[config.mk]
export PLATFORM = sky130hd
export DESIGN_NAME = audio_rec_ctrl_flat
export DESIGN_NICKNAME = d
export VERILOG_FILES = /design/src/rtl/audio_rec_ctrl_if.sv /design/src/rtl/audio_rec_ctrl.sv /design/src/flat_wrapper.sv
export SDC_FILE = /design/constraint.sdc
export NUM_CORES = 1
export LEC_CHECK = 0
export CAP_MARGIN = 20
export CORE_MARGIN = 3
export CORE_UTILIZATION = 50
export DETAILED_ROUTE_END_ITERATION = 16
export PLACE_DENSITY = 0.86
export SYNTH_ARGS = -nofsm -noshare
export SYNTH_HDL_FRONTEND = slang
export SYNTH_SLANG_ARGS = --single-unit
[constraint.sdc]
create_clock -name clk -period 3 [get_ports clk]
set_input_delay 0.6 -clock clk [delete_from_list [all_inputs] [get_ports clk]]
set_output_delay 0.6 -clock clk [all_outputs]
set_load 0.005 [all_outputs]
[src/rtl/audio_rec_ctrl_if.sv]
// Signal bundle between the record/playback sequencer, the board keys, the codec path
// and the sample RAM.
interface audio_rec_ctrl_if #(
  parameter int unsigned ADDR_WIDTH = 16,
  parameter int unsigned DATA_WIDTH = 16
);
  logic                  start_rec;
  logic                  start_play;
  logic                  stop;
  logic                  loop_en;
  logic                  sample_end;
  logic                  sample_req;
  logic [DATA_WIDTH-1:0] audio_in;
  logic [DATA_WIDTH-1:0] audio_out;
  logic [ADDR_WIDTH-1:0] mem_addr;
  logic [DATA_WIDTH-1:0] mem_wdata;
  logic                  mem_we;
  logic [DATA_WIDTH-1:0] mem_rdata;
  logic [ADDR_WIDTH:0]   rec_len;
  logic [1:0]            state;
  logic                  rec_full;

  modport master (
    output start_rec,
    output start_play,
    output stop,
    output loop_en,
    output sample_end,
    output sample_req,
    output audio_in,
    output mem_rdata,
    input  audio_out,
    input  mem_addr,
    input  mem_wdata,
    input  mem_we,
    input  rec_len,
    input  state,
    input  rec_full
  );

  modport slave (
    input  start_rec,
    input  start_play,
    input  stop,
    input  loop_en,
    input  sample_end,
    input  sample_req,
    input  audio_in,
    input  mem_rdata,
    output audio_out,
    output mem_addr,
    output mem_wdata,
    output mem_we,
    output rec_len,
    output state,
    output rec_full
  );
endinterface

[src/rtl/audio_rec_ctrl.sv]
// Record/playback sequencer: writes codec samples into a single-port sample RAM and
// replays them to the codec, optionally looping.
module audio_rec_ctrl #(
  parameter int unsigned ADDR_WIDTH = 16,
  parameter int unsigned DATA_WIDTH = 16
) (
  input logic              clk,
  input logic              reset,
  audio_rec_ctrl_if.slave  bus_io
);

  typedef enum logic [1:0] {
    StIdle   = 2'd0,
    StRecord = 2'd1,
    StPrime  = 2'd2,
    StPlay   = 2'd3
  } state_e;

  localparam logic [ADDR_WIDTH:0]   FullCount = {1'b1, {ADDR_WIDTH{1'b0}}};
  localparam logic [ADDR_WIDTH:0]   LenOne    = 1;
  localparam logic [ADDR_WIDTH-1:0] AddrOne   = 1;

  state_e                state_q, state_d;
  logic [ADDR_WIDTH-1:0] mem_addr_q, mem_addr_d;
  logic [DATA_WIDTH-1:0] mem_wdata_q, mem_wdata_d;
  logic                  mem_we_q, mem_we_d;
  logic [DATA_WIDTH-1:0] audio_out_q, audio_out_d;
  logic [ADDR_WIDTH:0]   rec_len_q, rec_len_d;
  logic                  last_sample;

  // The write pointer is the low bits of rec_len: every write advances both together.
  assign last_sample = ({1'b0, mem_addr_q} == (rec_len_q - LenOne));

  always_comb begin
    state_d     = state_q;
    mem_addr_d  = mem_addr_q;
    mem_wdata_d = mem_wdata_q;
    mem_we_d    = 1'b0;
    audio_out_d = audio_out_q;
    rec_len_d   = rec_len_q;

    case (state_q)
      StIdle: begin
        if (bus_io.stop) begin
          audio_out_d = '0;
        end else if (bus_io.start_rec) begin
          state_d     = StRecord;
          rec_len_d   = '0;
          audio_out_d = '0;
        end else if (bus_io.start_play && (rec_len_q != '0)) begin
          state_d    = StPrime;
          mem_addr_d = '0;
        end
      end

      StRecord: begin
        if (bus_io.stop) begin
          state_d     = StIdle;
          audio_out_d = '0;
        end else if (bus_io.sample_end) begin
          mem_we_d    = 1'b1;
          mem_addr_d  = rec_len_q[ADDR_WIDTH-1:0];
          mem_wdata_d = bus_io.audio_in;
          rec_len_d   = rec_len_q + LenOne;
          if (rec_len_d == FullCount) begin
            state_d = StIdle;
          end
        end
      end

      StPrime: begin
        // RAM read of mem_addr lands this cycle; any sample_req here is dropped.
        if (bus_io.stop) begin
          state_d     = StIdle;
          audio_out_d = '0;
        end else begin
          state_d = StPlay;
        end
      end

      StPlay: begin
        if (bus_io.stop) begin
          state_d     = StIdle;
          audio_out_d = '0;
        end else if (bus_io.sample_req) begin
          audio_out_d = bus_io.mem_rdata;
          mem_addr_d  = mem_addr_q + AddrOne;
          if (last_sample) begin
            if (bus_io.loop_en) begin
              mem_addr_d = '0;
              state_d    = StPrime;
            end else begin
              state_d = StIdle;
            end
          end
        end
      end

      default: state_d = StIdle;
    endcase
  end

  always_ff @(posedge clk or posedge reset) begin
    if (reset) begin
      state_q     <= StIdle;
      mem_addr_q  <= '0;
      mem_wdata_q <= '0;
      mem_we_q    <= 1'b0;
      audio_out_q <= '0;
      rec_len_q   <= '0;
    end else begin
      state_q     <= state_d;
      mem_addr_q  <= mem_addr_d;
      mem_wdata_q <= mem_wdata_d;
      mem_we_q    <= mem_we_d;
      audio_out_q <= audio_out_d;
      rec_len_q   <= rec_len_d;
    end
  end

  assign bus_io.state     = state_q;
  assign bus_io.mem_addr  = mem_addr_q;
  assign bus_io.mem_wdata = mem_wdata_q;
  assign bus_io.mem_we    = mem_we_q;
  assign bus_io.audio_out = audio_out_q;
  assign bus_io.rec_len   = rec_len_q;
  // rec_len only reaches its MSB at exactly 2^ADDR_WIDTH.
  assign bus_io.rec_full  = rec_len_q[ADDR_WIDTH];

endmodule

[src/flat_wrapper.sv]
// flat-port wrapper written by rule: the top's interface ports become plain ports
module audio_rec_ctrl_flat 
#(
  parameter int unsigned ADDR_WIDTH = 16,
  parameter int unsigned DATA_WIDTH = 16
)
  (clk, reset, bus_io_start_rec, bus_io_start_play, bus_io_stop, bus_io_loop_en, bus_io_sample_end, bus_io_sample_req, bus_io_audio_in, bus_io_mem_rdata, bus_io_audio_out, bus_io_mem_addr, bus_io_mem_wdata, bus_io_mem_we, bus_io_rec_len, bus_io_state, bus_io_rec_full);
  audio_rec_ctrl_if #(.ADDR_WIDTH(ADDR_WIDTH), .DATA_WIDTH(DATA_WIDTH)) bus_io_i ();
  input logic clk;
  input logic reset;
  input wire logic [$bits(bus_io_i.start_rec)-1:0] bus_io_start_rec;
  input wire logic [$bits(bus_io_i.start_play)-1:0] bus_io_start_play;
  input wire logic [$bits(bus_io_i.stop)-1:0] bus_io_stop;
  input wire logic [$bits(bus_io_i.loop_en)-1:0] bus_io_loop_en;
  input wire logic [$bits(bus_io_i.sample_end)-1:0] bus_io_sample_end;
  input wire logic [$bits(bus_io_i.sample_req)-1:0] bus_io_sample_req;
  input wire logic [$bits(bus_io_i.audio_in)-1:0] bus_io_audio_in;
  input wire logic [$bits(bus_io_i.mem_rdata)-1:0] bus_io_mem_rdata;
  output wire logic [$bits(bus_io_i.audio_out)-1:0] bus_io_audio_out;
  output wire logic [$bits(bus_io_i.mem_addr)-1:0] bus_io_mem_addr;
  output wire logic [$bits(bus_io_i.mem_wdata)-1:0] bus_io_mem_wdata;
  output wire logic [$bits(bus_io_i.mem_we)-1:0] bus_io_mem_we;
  output wire logic [$bits(bus_io_i.rec_len)-1:0] bus_io_rec_len;
  output wire logic [$bits(bus_io_i.state)-1:0] bus_io_state;
  output wire logic [$bits(bus_io_i.rec_full)-1:0] bus_io_rec_full;
  assign bus_io_i.start_rec = bus_io_start_rec;
  assign bus_io_i.start_play = bus_io_start_play;
  assign bus_io_i.stop = bus_io_stop;
  assign bus_io_i.loop_en = bus_io_loop_en;
  assign bus_io_i.sample_end = bus_io_sample_end;
  assign bus_io_i.sample_req = bus_io_sample_req;
  assign bus_io_i.audio_in = bus_io_audio_in;
  assign bus_io_i.mem_rdata = bus_io_mem_rdata;
  assign bus_io_audio_out = bus_io_i.audio_out;
  assign bus_io_mem_addr = bus_io_i.mem_addr;
  assign bus_io_mem_wdata = bus_io_i.mem_wdata;
  assign bus_io_mem_we = bus_io_i.mem_we;
  assign bus_io_rec_len = bus_io_i.rec_len;
  assign bus_io_state = bus_io_i.state;
  assign bus_io_rec_full = bus_io_i.rec_full;
  audio_rec_ctrl #(.ADDR_WIDTH(ADDR_WIDTH), .DATA_WIDTH(DATA_WIDTH)) u_core (.clk(clk), .reset(reset), .bus_io(bus_io_i));
endmodule
==> run_summary.xml, run 1 <==
<?xml version="1.0" encoding="UTF-8"?>
<metrics>
  <group name="sta">
    <metric name="fin_crit" unit="ps">2900</metric>
    <metric name="final-max-slew-violation-count" unit="">0</metric>
    <metric name="period_share" unit="%">96.8</metric>
    <metric name="worst_slew_margin_rel" unit="%">53.8</metric>
    <metric name="worst-slew-pin-transition" unit="ps">689</metric>
    <metric name="hold_viol" unit="">0</metric>
    <metric name="timing.clock.skew" unit="ps">12.1</metric>
    <metric name="setup-violations-final" unit="">0</metric>
    <metric name="achievable-frequency" unit="GHz">0.344</metric>
  </group>
  <group name="drt">
    <metric name="firstDrtPassIters" unit="">6</metric>
    <metric name="finalWirelength" unit="um">13200</metric>
    <metric name="initial_drt_markers" unit="">451</metric>
    <metric name="vias" unit="">4489</metric>
    <metric name="drt_drc_violations_left" unit="">0</metric>
    <metric name="route.detailed.vias_per_inst" unit="">6.23</metric>
    <metric name="drt.antenna.violating_nets" unit="">0</metric>
    <metric name="routed_wire_length_per_instance" unit="um">18.3</metric>
  </group>
  <group name="clock_network">
    <metric name="clock_path_buffers" unit="">2</metric>
    <metric name="ctsHtreeMaxLevel" unit="">3</metric>
    <metric name="tritoncts_num_sinks" unit="">68</metric>
    <metric name="cts.reportedPaths.clkPinSlew" unit="ps">80</metric>
    <metric name="ctsHoldBuffers" unit="">0</metric>
    <metric name="clock_network_latency_to_the_later_pin_of_the_worst_skew_pair" unit="ps">360</metric>
    <metric name="tritoncts" unit="">yes</metric>
    <metric name="ctsRootBufferMaster" unit="">sky130_fd_sc_hd__clkbuf_8</metric>
    <metric name="postCtsSetupRepairBufs" unit="">0</metric>
    <metric name="tritoncts.num_buffers" unit="">9</metric>
  </group>
  <group name="critical_path">
    <metric name="regToRegSetupSlack" unit="ps">100</metric>
    <metric name="max_stage_delay" unit="ps">550</metric>
    <metric name="crit_cells" unit="">8</metric>
    <metric name="crit_slowest_cell" unit="">sky130_fd_sc_hd__nor4_2</metric>
    <metric name="worstRegToRegCells" unit="">8</metric>
    <metric name="buffers_and_inverters_on_the_worst_path" unit="">0</metric>
    <metric name="worstPathCellList" unit="">nand3_1 -&gt; nor4_2 -&gt; xor2_1 -&gt; or4_1 -&gt; nor3_1 -&gt; a21oi_1 -&gt; nor3_2 -&gt; mux2i_1</metric>
    <metric name="startpoint_type" unit="">register</metric>
    <metric name="cp_delay_by_family_top" unit="">simple AND/OR/NAND/NOR gates</metric>
    <metric name="arrival" unit="ps">3180</metric>
    <metric name="worst_setup_path_end_kind" unit="">register</metric>
    <metric name="cp_data_required_time" unit="ps">3270</metric>
    <metric name="cp_max_fo" unit="">11</metric>
    <metric name="crit-reg2reg-capture" unit="">u_core.bus_io.state[0]</metric>
    <metric name="path_class" unit="">register to register</metric>
    <metric name="timing.rr.start" unit="">u_core.bus_io.rec_len[3]</metric>
  </group>
  <group name="global_route">
    <metric name="first_global_vias" unit="">4347</metric>
    <metric name="antenna_found_initial" unit="">0</metric>
    <metric name="grt_pass1_wl" unit="um">21200</metric>
    <metric name="grt_start_max_net_pins" unit="">39</metric>
    <metric name="grt-ovfl-total" unit="">0</metric>
    <metric name="total_routing_usage_reported_by_global_routing" unit="%">26.6</metric>
  </group>
  <group name="synth">
    <metric name="synth_warnings" unit="">0</metric>
    <metric name="post_synth_inst_count" unit="">512</metric>
    <metric name="synth.ff_latch_count" unit="">68</metric>
    <metric name="yosys.cell_types.count" unit="">59</metric>
    <metric name="synth_seq_area_share" unit="%">39.6</metric>
    <metric name="synthArstFlopShare" unit="%">100</metric>
    <metric name="synthesis.area_per_instance" unit="sq um">8.39</metric>
    <metric name="number_of_enable_flip_flop_cells_after_synthesis" unit="">0</metric>
    <metric name="syn-num-nets" unit="">559</metric>
    <metric name="synthesis.area" unit="sq um">4290</metric>
    <metric name="yosys_most_used_dff" unit="">sky130_fd_sc_hd__dfrtp_1</metric>
  </group>
  <group name="floorplanning">
    <metric name="fp.dieH" unit="um">98.7</metric>
    <metric name="boundaryPins" unit="">109</metric>
    <metric name="die_width" unit="um">98.7</metric>
    <metric name="fp.coreArea" unit="sq um">8260</metric>
    <metric name="initial_utilization" unit="%">52.0</metric>
    <metric name="die_area" unit="sq um">9740</metric>
    <metric name="placement_rows" unit="">33</metric>
  </group>
  <group name="place">
    <metric name="routabilityCongestion" unit="">0.965</metric>
    <metric name="detailed_place.area" unit="sq um">5510</metric>
    <metric name="detailed_place_hpwl" unit="um">8930</metric>
    <metric name="port_buffers" unit="">108</metric>
    <metric name="placedCellCount" unit="">705</metric>
  </group>
  <group name="power_and_ir_drop">
    <metric name="power.switching_fraction" unit="%">36.4</metric>
    <metric name="static-leakage-power" unit="nW">2.42</metric>
    <metric name="vdd.ir_drop.worst" unit="uV">450</metric>
    <metric name="total_power" unit="mW">3.60</metric>
    <metric name="pwr-share-seq" unit="%">34.0</metric>
    <metric name="power.clock.fraction" unit="%">24.1</metric>
    <metric name="combinationalPowerShare" unit="%">41.9</metric>
    <metric name="power_density" unit="nW/um^2">624</metric>
    <metric name="power.internal" unit="mW">2.29</metric>
    <metric name="net_load_switching_power" unit="mW">1.31</metric>
  </group>
  <group name="final_layout">
    <metric name="post_layout_nonfiller_instances" unit="">721</metric>
    <metric name="nets" unit="">658</metric>
    <metric name="layout.cell_area.non_filler" unit="sq um">5770</metric>
    <metric name="layout-drive-gt1-share" unit="%">9.74</metric>
    <metric name="antenna_cells_inserted" unit="">0</metric>
    <metric name="finish.utilization" unit="%">69.8</metric>
    <metric name="areaGrowthSynthToFinish" unit="%">34.3</metric>
  </group>
  <group name="flow_run">
    <metric name="cap_violations" unit="">0</metric>
  </group>
  <group name="worst_hold_path">
    <metric name="hold_path.startpoint" unit="">u_core.bus_io.mem_wdata[2]</metric>
    <metric name="hold-path-cell-count" unit="">2</metric>
    <metric name="min_to" unit="">u_core.bus_io.mem_wdata[2]</metric>
    <metric name="hp-class" unit="">register to register</metric>
  </group>
  <group name="run_status">
    <metric name="run_status" unit="">completed</metric>
  </group>
</metrics>
-- layout make-up --
| class | count | area (sq um) |
|---|---|---|
| Clock buffer | 9 | 124 |
| Clock inverter | 7 | 98.8 |
| Fill cell | 645 | 2490 |
| Inverter | 30 | 113 |
| Multi-Input combinational cell | 373 | 2340 |
| Sequential cell | 68 | 1710 |
| Tap cell | 105 | 131 |
| Timing Repair Buffer | 129 | 1250 |
-- routing by layer --
metal | vias to the layer above | track usage (%) | part of all wire (%)
met4 | 0 | 9.66 | 2.7
met1 | 2153 | 35.7 | 40
met2 | 259 | 43.6 | 49
met5 | - | 0 | 0
met3 | 44 | 4.32 | 8.6
li1 | 2033 | - | -
-- through the flow --
stage	setup slack (ps)	TNS [ps]	hold slack, ps
6_report	95.3	0	478
5_1_grt	-130	-259	512
2_1_floorplan	437	0	470
3_5_place_dp	102	0	461
4_1_cts	73.6	0	483
3_3_place_gp	220	0	457
-- synth_stat cells, drive strengths merged (3+ instances only) --
| library cell | number | area (sq um) |
|---|---|---|
| dfrtp | 68 | 1700 |
| xor2 | 7 | 61.3 |
| or3 | 6 | 37.5 |
| nor2 | 24 | 90.1 |
| and2 | 3 | 18.8 |
| xnor2 | 12 | 105 |
| ha | 7 | 87.6 |
| o31ai | 4 | 30.0 |
| a31oi | 17 | 106 |
| a22oi | 12 | 90.1 |
| nand3 | 22 | 110 |
| nand2b | 5 | 31.3 |
| nor2b | 4 | 25.0 |
| nor3b | 4 | 35.0 |
| and3 | 7 | 43.8 |
| a21oi | 17 | 85.1 |
| inv | 30 | 113 |
| nor4 | 10 | 62.6 |
| nand4 | 8 | 50.1 |
| nor3 | 23 | 135 |
| or4 | 3 | 26.3 |
| a22o | 18 | 158 |
| a41oi | 3 | 41.3 |
| o41ai | 4 | 35.0 |
| nand2 | 76 | 285 |
| o22ai | 15 | 93.8 |
| clkbuf | 30 | 113 |
| o21ai | 29 | 145 |
| mux2i | 8 | 80.1 |
| buf | 11 | 61.3 |
-- what timing repair did --
item | CTS | global route
hold endpoints to repair | 0 | 0
resized for setup | 0 | 9
setup endpoints to repair | 0 | 18
-- registers in the layout, summed over array words and instances, names as in the netlist --
register and count:
u_core.bus_io.mem_addr 16, u_core.bus_io.mem_we 1, u_core.bus_io.state 2, u_core.bus_io.audio_out 16
u_core.bus_io.rec_len 17, u_core.bus_io.mem_wdata 16
-- worst min-delay path, stage by stage, from the launching register on --
cell,delay [ps]
sky130_fd_sc_hd__dfrtp_1,350
sky130_fd_sc_hd__nand2_1,50
sky130_fd_sc_hd__nand2_1,60
-- kinds of logic (layout without fill, tap and decap cells) --
| kind of cell | Yosys count | after routing | share of synthesized area, % |
|---|---|---|---|
| AO/OA/AOI/OAI | 133 | 133 | 21.2 |
| XOR/XNOR | 19 | 19 | 3.88 |
| adder cells (fa/ha/maj) | 7 | 7 | 2.04 |
| buffers and inverters | 71 | 175 | 6.67 |
| flip-flops | 68 | 68 | 39.6 |
| multiplexers | 10 | 10 | 2.39 |
| AND/OR/NAND/NOR | 204 | 204 | 24.2 |
-- layout by cell type, fill, tap and decap left out, types with 5 or more instances in the layout --
cell type                         synthesis  routed
sky130_fd_sc_hd__xnor2_1                 12      12
sky130_fd_sc_hd__nor3_1                  19      19
sky130_fd_sc_hd__nor4_1                  10       8
sky130_fd_sc_hd__nand2b_1                 5       5
sky130_fd_sc_hd__a22oi_1                 12      12
sky130_fd_sc_hd__ha_1                     7       7
sky130_fd_sc_hd__nand2_1                 76      76
sky130_fd_sc_hd__a22o_1                  18      18
sky130_fd_sc_hd__buf_4                    1      20
sky130_fd_sc_hd__mux2i_1                  8       8
sky130_fd_sc_hd__dfrtp_2                  0       5
sky130_fd_sc_hd__dfrtp_1                 68      63
sky130_fd_sc_hd__a31oi_1                 17      17
sky130_fd_sc_hd__nor2_1                  24      24
sky130_fd_sc_hd__o22ai_1                 15      15
sky130_fd_sc_hd__clkbuf_8                 0       9
sky130_fd_sc_hd__nand3_1                 22      22
sky130_fd_sc_hd__a21oi_1                 17      17
sky130_fd_sc_hd__o21ai_0                 22      22
sky130_fd_sc_hd__o21ai_1                  7       7
sky130_fd_sc_hd__xor2_1                   7       7
sky130_fd_sc_hd__and3_1                   7       7
sky130_fd_sc_hd__nand4_1                  8       8
sky130_fd_sc_hd__inv_1                   29      28
sky130_fd_sc_hd__clkdlybuf4s50_1          0     108
sky130_fd_sc_hd__or3_1                    6       6
-- worst max-delay path by stage --
| stage | end | start | slack (ps) |
|---|---|---|---|
| 2_1_floorplan | u_core.bus_io.state[0] | u_core.bus_io.rec_len[8] | 440 |
| 3_3_place_gp | u_core.bus_io.state[1] | u_core.bus_io.rec_len[0] | 220 |
| 3_5_place_dp | u_core.bus_io.state[1] | u_core.bus_io.rec_len[0] | 100 |
| 4_1_cts | u_core.bus_io.mem_addr[8] | u_core.bus_io.rec_len[0] | 70 |
| 5_1_grt | u_core.bus_io.state[1] | u_core.bus_io.rec_len[3] | -130 |
| 6_report | u_core.bus_io.state[0] | u_core.bus_io.rec_len[3] | 100 |
-- power by group through the flow --
| stage | combinational (mW) | sequential (mW) | clock (mW) |
|---|---|---|---|
| after floorplan | 0.866 | 1.20 | 0 |
| after global placement | 1.42 | 1.22 | 0 |
| after detailed placement | 1.48 | 1.23 | 0 |
| after CTS | 1.50 | 1.22 | 0.872 |
| after global routing | 1.65 | 1.25 | 0.908 |
| final | 1.51 | 1.23 | 0.867 |
(Power assumes the default switching activity.)
==> inputs of run 2 (changes only) <==
--- a/config.mk
+++ b/config.mk
@@ -7,8 +7,8 @@
 export LEC_CHECK = 0
 export CAP_MARGIN = 20
-export CORE_MARGIN = 3
-export CORE_UTILIZATION = 50
+export CORE_MARGIN = 2
+export CORE_UTILIZATION = 38
 export DETAILED_ROUTE_END_ITERATION = 16
-export PLACE_DENSITY = 0.86
+export PLACE_DENSITY = 0.7
 export SYNTH_ARGS = -nofsm -noshare
 export SYNTH_HDL_FRONTEND = slang
==> constraint.sdc (replaced) <==
create_clock -name clk -period 3 [get_ports clk]
set_input_delay 0.45 -clock clk [delete_from_list [all_inputs] [get_ports clk]]
set_output_delay 0.45 -clock clk [all_outputs]
set_load 0.005 [all_outputs]
==> run 2 against run 1 <==
Compared with the run above:
- wire length fell by 3.6%
- worst hold slack lost 68 ps
- via count is 4.0% lower
- highest routed layer unchanged
- cell count increased by 5.4%
- cell area rose by 2.7%
- die area is 25% higher
==> run_summary.xml, run 2 (synthesis results as in run 1) <==
<?xml version="1.0" encoding="UTF-8"?>
<metrics>
  <group name="floorplanning">
    <metric name="die_width" unit="um">110</metric>
    <metric name="fp.coreArea" unit="sq um">10900</metric>
    <metric name="die_area" unit="sq um">12200</metric>
    <metric name="placement_rows" unit="">38</metric>
    <metric name="fp.dieH" unit="um">110</metric>
    <metric name="boundaryPins" unit="">109</metric>
    <metric name="initial_utilization" unit="%">39.3</metric>
  </group>
  <group name="critical_path">
    <metric name="cp_max_fo" unit="">27</metric>
    <metric name="crit_slowest_cell" unit="">sky130_fd_sc_hd__or4_4</metric>
    <metric name="regToRegSetupSlack" unit="ps">250</metric>
    <metric name="cp_delay_by_family_top" unit="">simple AND/OR/NAND/NOR gates</metric>
    <metric name="max_stage_delay" unit="ps">590</metric>
    <metric name="buffers_and_inverters_on_the_worst_path" unit="">1</metric>
    <metric name="startpoint_type" unit="">register</metric>
    <metric name="path_class" unit="">register to register</metric>
    <metric name="cp_data_required_time" unit="ps">3210</metric>
    <metric name="worstPathCellList" unit="">or4_4 -&gt; or4_1 -&gt; a211oi_2 -&gt; nand4_1 -&gt; buf_12 -&gt; a31oi_1 -&gt; o22ai_1</metric>
    <metric name="arrival" unit="ps">2960</metric>
    <metric name="worst_setup_path_end_kind" unit="">register</metric>
  </group>
  <group name="global_route">
    <metric name="grt_pass1_wl" unit="um">20700</metric>
    <metric name="grt-ovfl-total" unit="">0</metric>
    <metric name="grt_start_max_net_pins" unit="">52</metric>
    <metric name="antenna_found_initial" unit="">0</metric>
    <metric name="total_routing_usage_reported_by_global_routing" unit="%">21.9</metric>
    <metric name="first_global_vias" unit="">4230</metric>
  </group>
  <group name="drt">
    <metric name="firstDrtPassIters" unit="">4</metric>
    <metric name="finalWirelength" unit="um">12700</metric>
    <metric name="drt.antenna.violating_nets" unit="">0</metric>
    <metric name="route.detailed.vias_per_inst" unit="">5.67</metric>
    <metric name="routed_wire_length_per_instance" unit="um">16.8</metric>
    <metric name="vias" unit="">4309</metric>
    <metric name="initial_drt_markers" unit="">247</metric>
    <metric name="drt_drc_violations_left" unit="">0</metric>
  </group>
  <group name="place">
    <metric name="port_buffers" unit="">108</metric>
    <metric name="detailed_place_hpwl" unit="um">9050</metric>
    <metric name="detailed_place.area" unit="sq um">5600</metric>
    <metric name="routabilityCongestion" unit="">0.952</metric>
  </group>
  <group name="final_layout">
    <metric name="layout-drive-gt1-share" unit="%">10.0</metric>
    <metric name="areaGrowthSynthToFinish" unit="%">37.9</metric>
    <metric name="multi_input_area" unit="sq um">2360</metric>
    <metric name="mostFrequentLayoutCell" unit="">sky130_fd_sc_hd__clkdlybuf4s50_1</metric>
    <metric name="antenna_cells_inserted" unit="">0</metric>
    <metric name="num-fill-cells" unit="">1026</metric>
    <metric name="mostFrequentLayoutCells" unit="">108 x sky130_fd_sc_hd__clkdlybuf4s50_1, 76 x sky130_fd_sc_hd__nand2_1, 67 x sky130_fd_sc_hd__dfrtp_1</metric>
    <metric name="layout.cell_area.non_filler" unit="sq um">5920</metric>
    <metric name="nets" unit="">662</metric>
    <metric name="largest_register_ffs" unit="">17</metric>
    <metric name="seqCellArea" unit="sq um">1700</metric>
  </group>
  <group name="clock_network">
    <metric name="clock_network_latency_to_the_later_pin_of_the_worst_skew_pair" unit="ps">350</metric>
    <metric name="cts.reportedPaths.clkPinSlew" unit="ps">70</metric>
    <metric name="tritoncts.num_buffers" unit="">9</metric>
    <metric name="ctsRootBufferMaster" unit="">sky130_fd_sc_hd__clkbuf_16</metric>
    <metric name="postCtsSetupRepairBufs" unit="">0</metric>
    <metric name="tritoncts_num_sinks" unit="">68</metric>
    <metric name="tritoncts" unit="">yes</metric>
    <metric name="clock_path_buffers" unit="">2</metric>
    <metric name="ctsHtreeMaxLevel" unit="">3</metric>
  </group>
  <group name="flow_run">
    <metric name="cap_violations" unit="">0</metric>
  </group>
  <group name="sta">
    <metric name="worst_slew_margin_rel" unit="%">51.9</metric>
    <metric name="worst-slew-pin-transition" unit="ps">717</metric>
    <metric name="setup-violations-final" unit="">0</metric>
    <metric name="hold_viol" unit="">0</metric>
    <metric name="totalNegativeSetupSlack" unit="ps">0</metric>
    <metric name="period_share" unit="%">91.7</metric>
    <metric name="final-max-slew-violation-count" unit="">0</metric>
    <metric name="achievable-frequency" unit="GHz">0.363</metric>
    <metric name="timing.clock.skew" unit="ps">13.8</metric>
    <metric name="unrepaired_setup_endpoints_after_global_routing" unit="">no</metric>
    <metric name="fin_crit" unit="ps">2750</metric>
  </group>
  <group name="power_and_ir_drop">
    <metric name="total_power" unit="mW">3.75</metric>
    <metric name="static-leakage-power" unit="nW">2.49</metric>
    <metric name="power_density" unit="nW/um^2">634</metric>
    <metric name="vdd.ir_drop.worst" unit="uV">434</metric>
  </group>
  <group name="run_status">
    <metric name="run_status" unit="">completed</metric>
  </group>
  <group name="worst_hold_path">
    <metric name="hp-class" unit="">input pin to asynchronous set/reset pin</metric>
  </group>
</metrics>
## run 2: cell count changes in the layout (fill, tap and decap cells not counted), moves of 3 or more
| cell | delta |
|---|---|
| sky130_fd_sc_hd__dfrtp_1 | +4 |
| sky130_fd_sc_hd__clkbuf_8 | -8 |
| sky130_fd_sc_hd__clkbuf_16 | +9 |
| sky130_fd_sc_hd__dfrtp_2 | -4 |
| sky130_fd_sc_hd__buf_4 | +3 |
## run 2: final timing paths
check / startpoint / end / depth (start not counted)
max: u_core.bus_io.rec_len[0] / u_core.bus_io.mem_addr[15] / 7
min: reset / u_core.bus_io.mem_we / 2
max reg2reg: u_core.bus_io.rec_len[0] / u_core.bus_io.mem_addr[15] / 7
min reg2reg: u_core.bus_io.mem_wdata[5] / u_core.bus_io.mem_wdata[5] / 2
max in group asynchronous: reset / u_core.bus_io.mem_addr[7] / 3
min in group clk: u_core.bus_io.mem_wdata[5] / u_core.bus_io.mem_wdata[5] / 2
## run 2: metrics by stage
stage | hold WS [ps] | setup slack, ps | instances | util [%]
floorplan | 470 | 437 | 512 | -
detailed placement | 462 | 96.3 | 744 | 51.2
global route | 450 | 9.47 | 760 | 54.1
CTS | 414 | 70.1 | 760 | 53.7
global placement | 459 | 264 | 744 | 51.2
finish | 410 | 249 | 760 | 54.1
## run 2: report_power, final
group	switching [mW]	leakage, nW	internal, mW	total, mW
clock	0.424	0.135	0.580	1.00
sequential	0.141	0.921	1.08	1.22
combinational	0.771	1.44	0.763	1.53
total	1.34	2.49	2.42	3.75
## run 2: routing by layer
| metal | share of wire [%] | track usage [%] | vias to the layer above |
|---|---|---|---|
| li1 | - | - | 2059 |
| met3 | 8.8 | 5.94 | 27 |
| met1 | 44 | 27.9 | 2042 |
| met5 | 0 | 0 | - |
| met4 | 2.4 | 9.91 | 0 |
| met2 | 45 | 34.6 | 181 |
## run 2: worst register-to-register path, stage by stage, from the launching register on
cell,delay (ps)
sky130_fd_sc_hd__dfrtp_1,490
sky130_fd_sc_hd__or4_4,590
sky130_fd_sc_hd__or4_1,530
sky130_fd_sc_hd__a211oi_2,260
sky130_fd_sc_hd__nand4_1,210
sky130_fd_sc_hd__buf_12,220
sky130_fd_sc_hd__a31oi_1,210
sky130_fd_sc_hd__o22ai_1,100
## run 2: layout make-up
class / count / area share [%]
multi-input cells: 373 / 39.8
flip-flops and latches: 68 / 28.8
repair buffers: 133 / 21.9
clock buffers: 10 / 4.04
well taps: 140 / 2.96
inverters: 30 / 1.90
clock inverters: 6 / 0.655
## run 2: timing repair
| action | 4_1_cts | 5_1_grt |
|---|---|---|
| hold buffers | 0 | 0 |
| resized for setup | 0 | 8 |
| endpoints found under the setup margin | 0 | 5 |
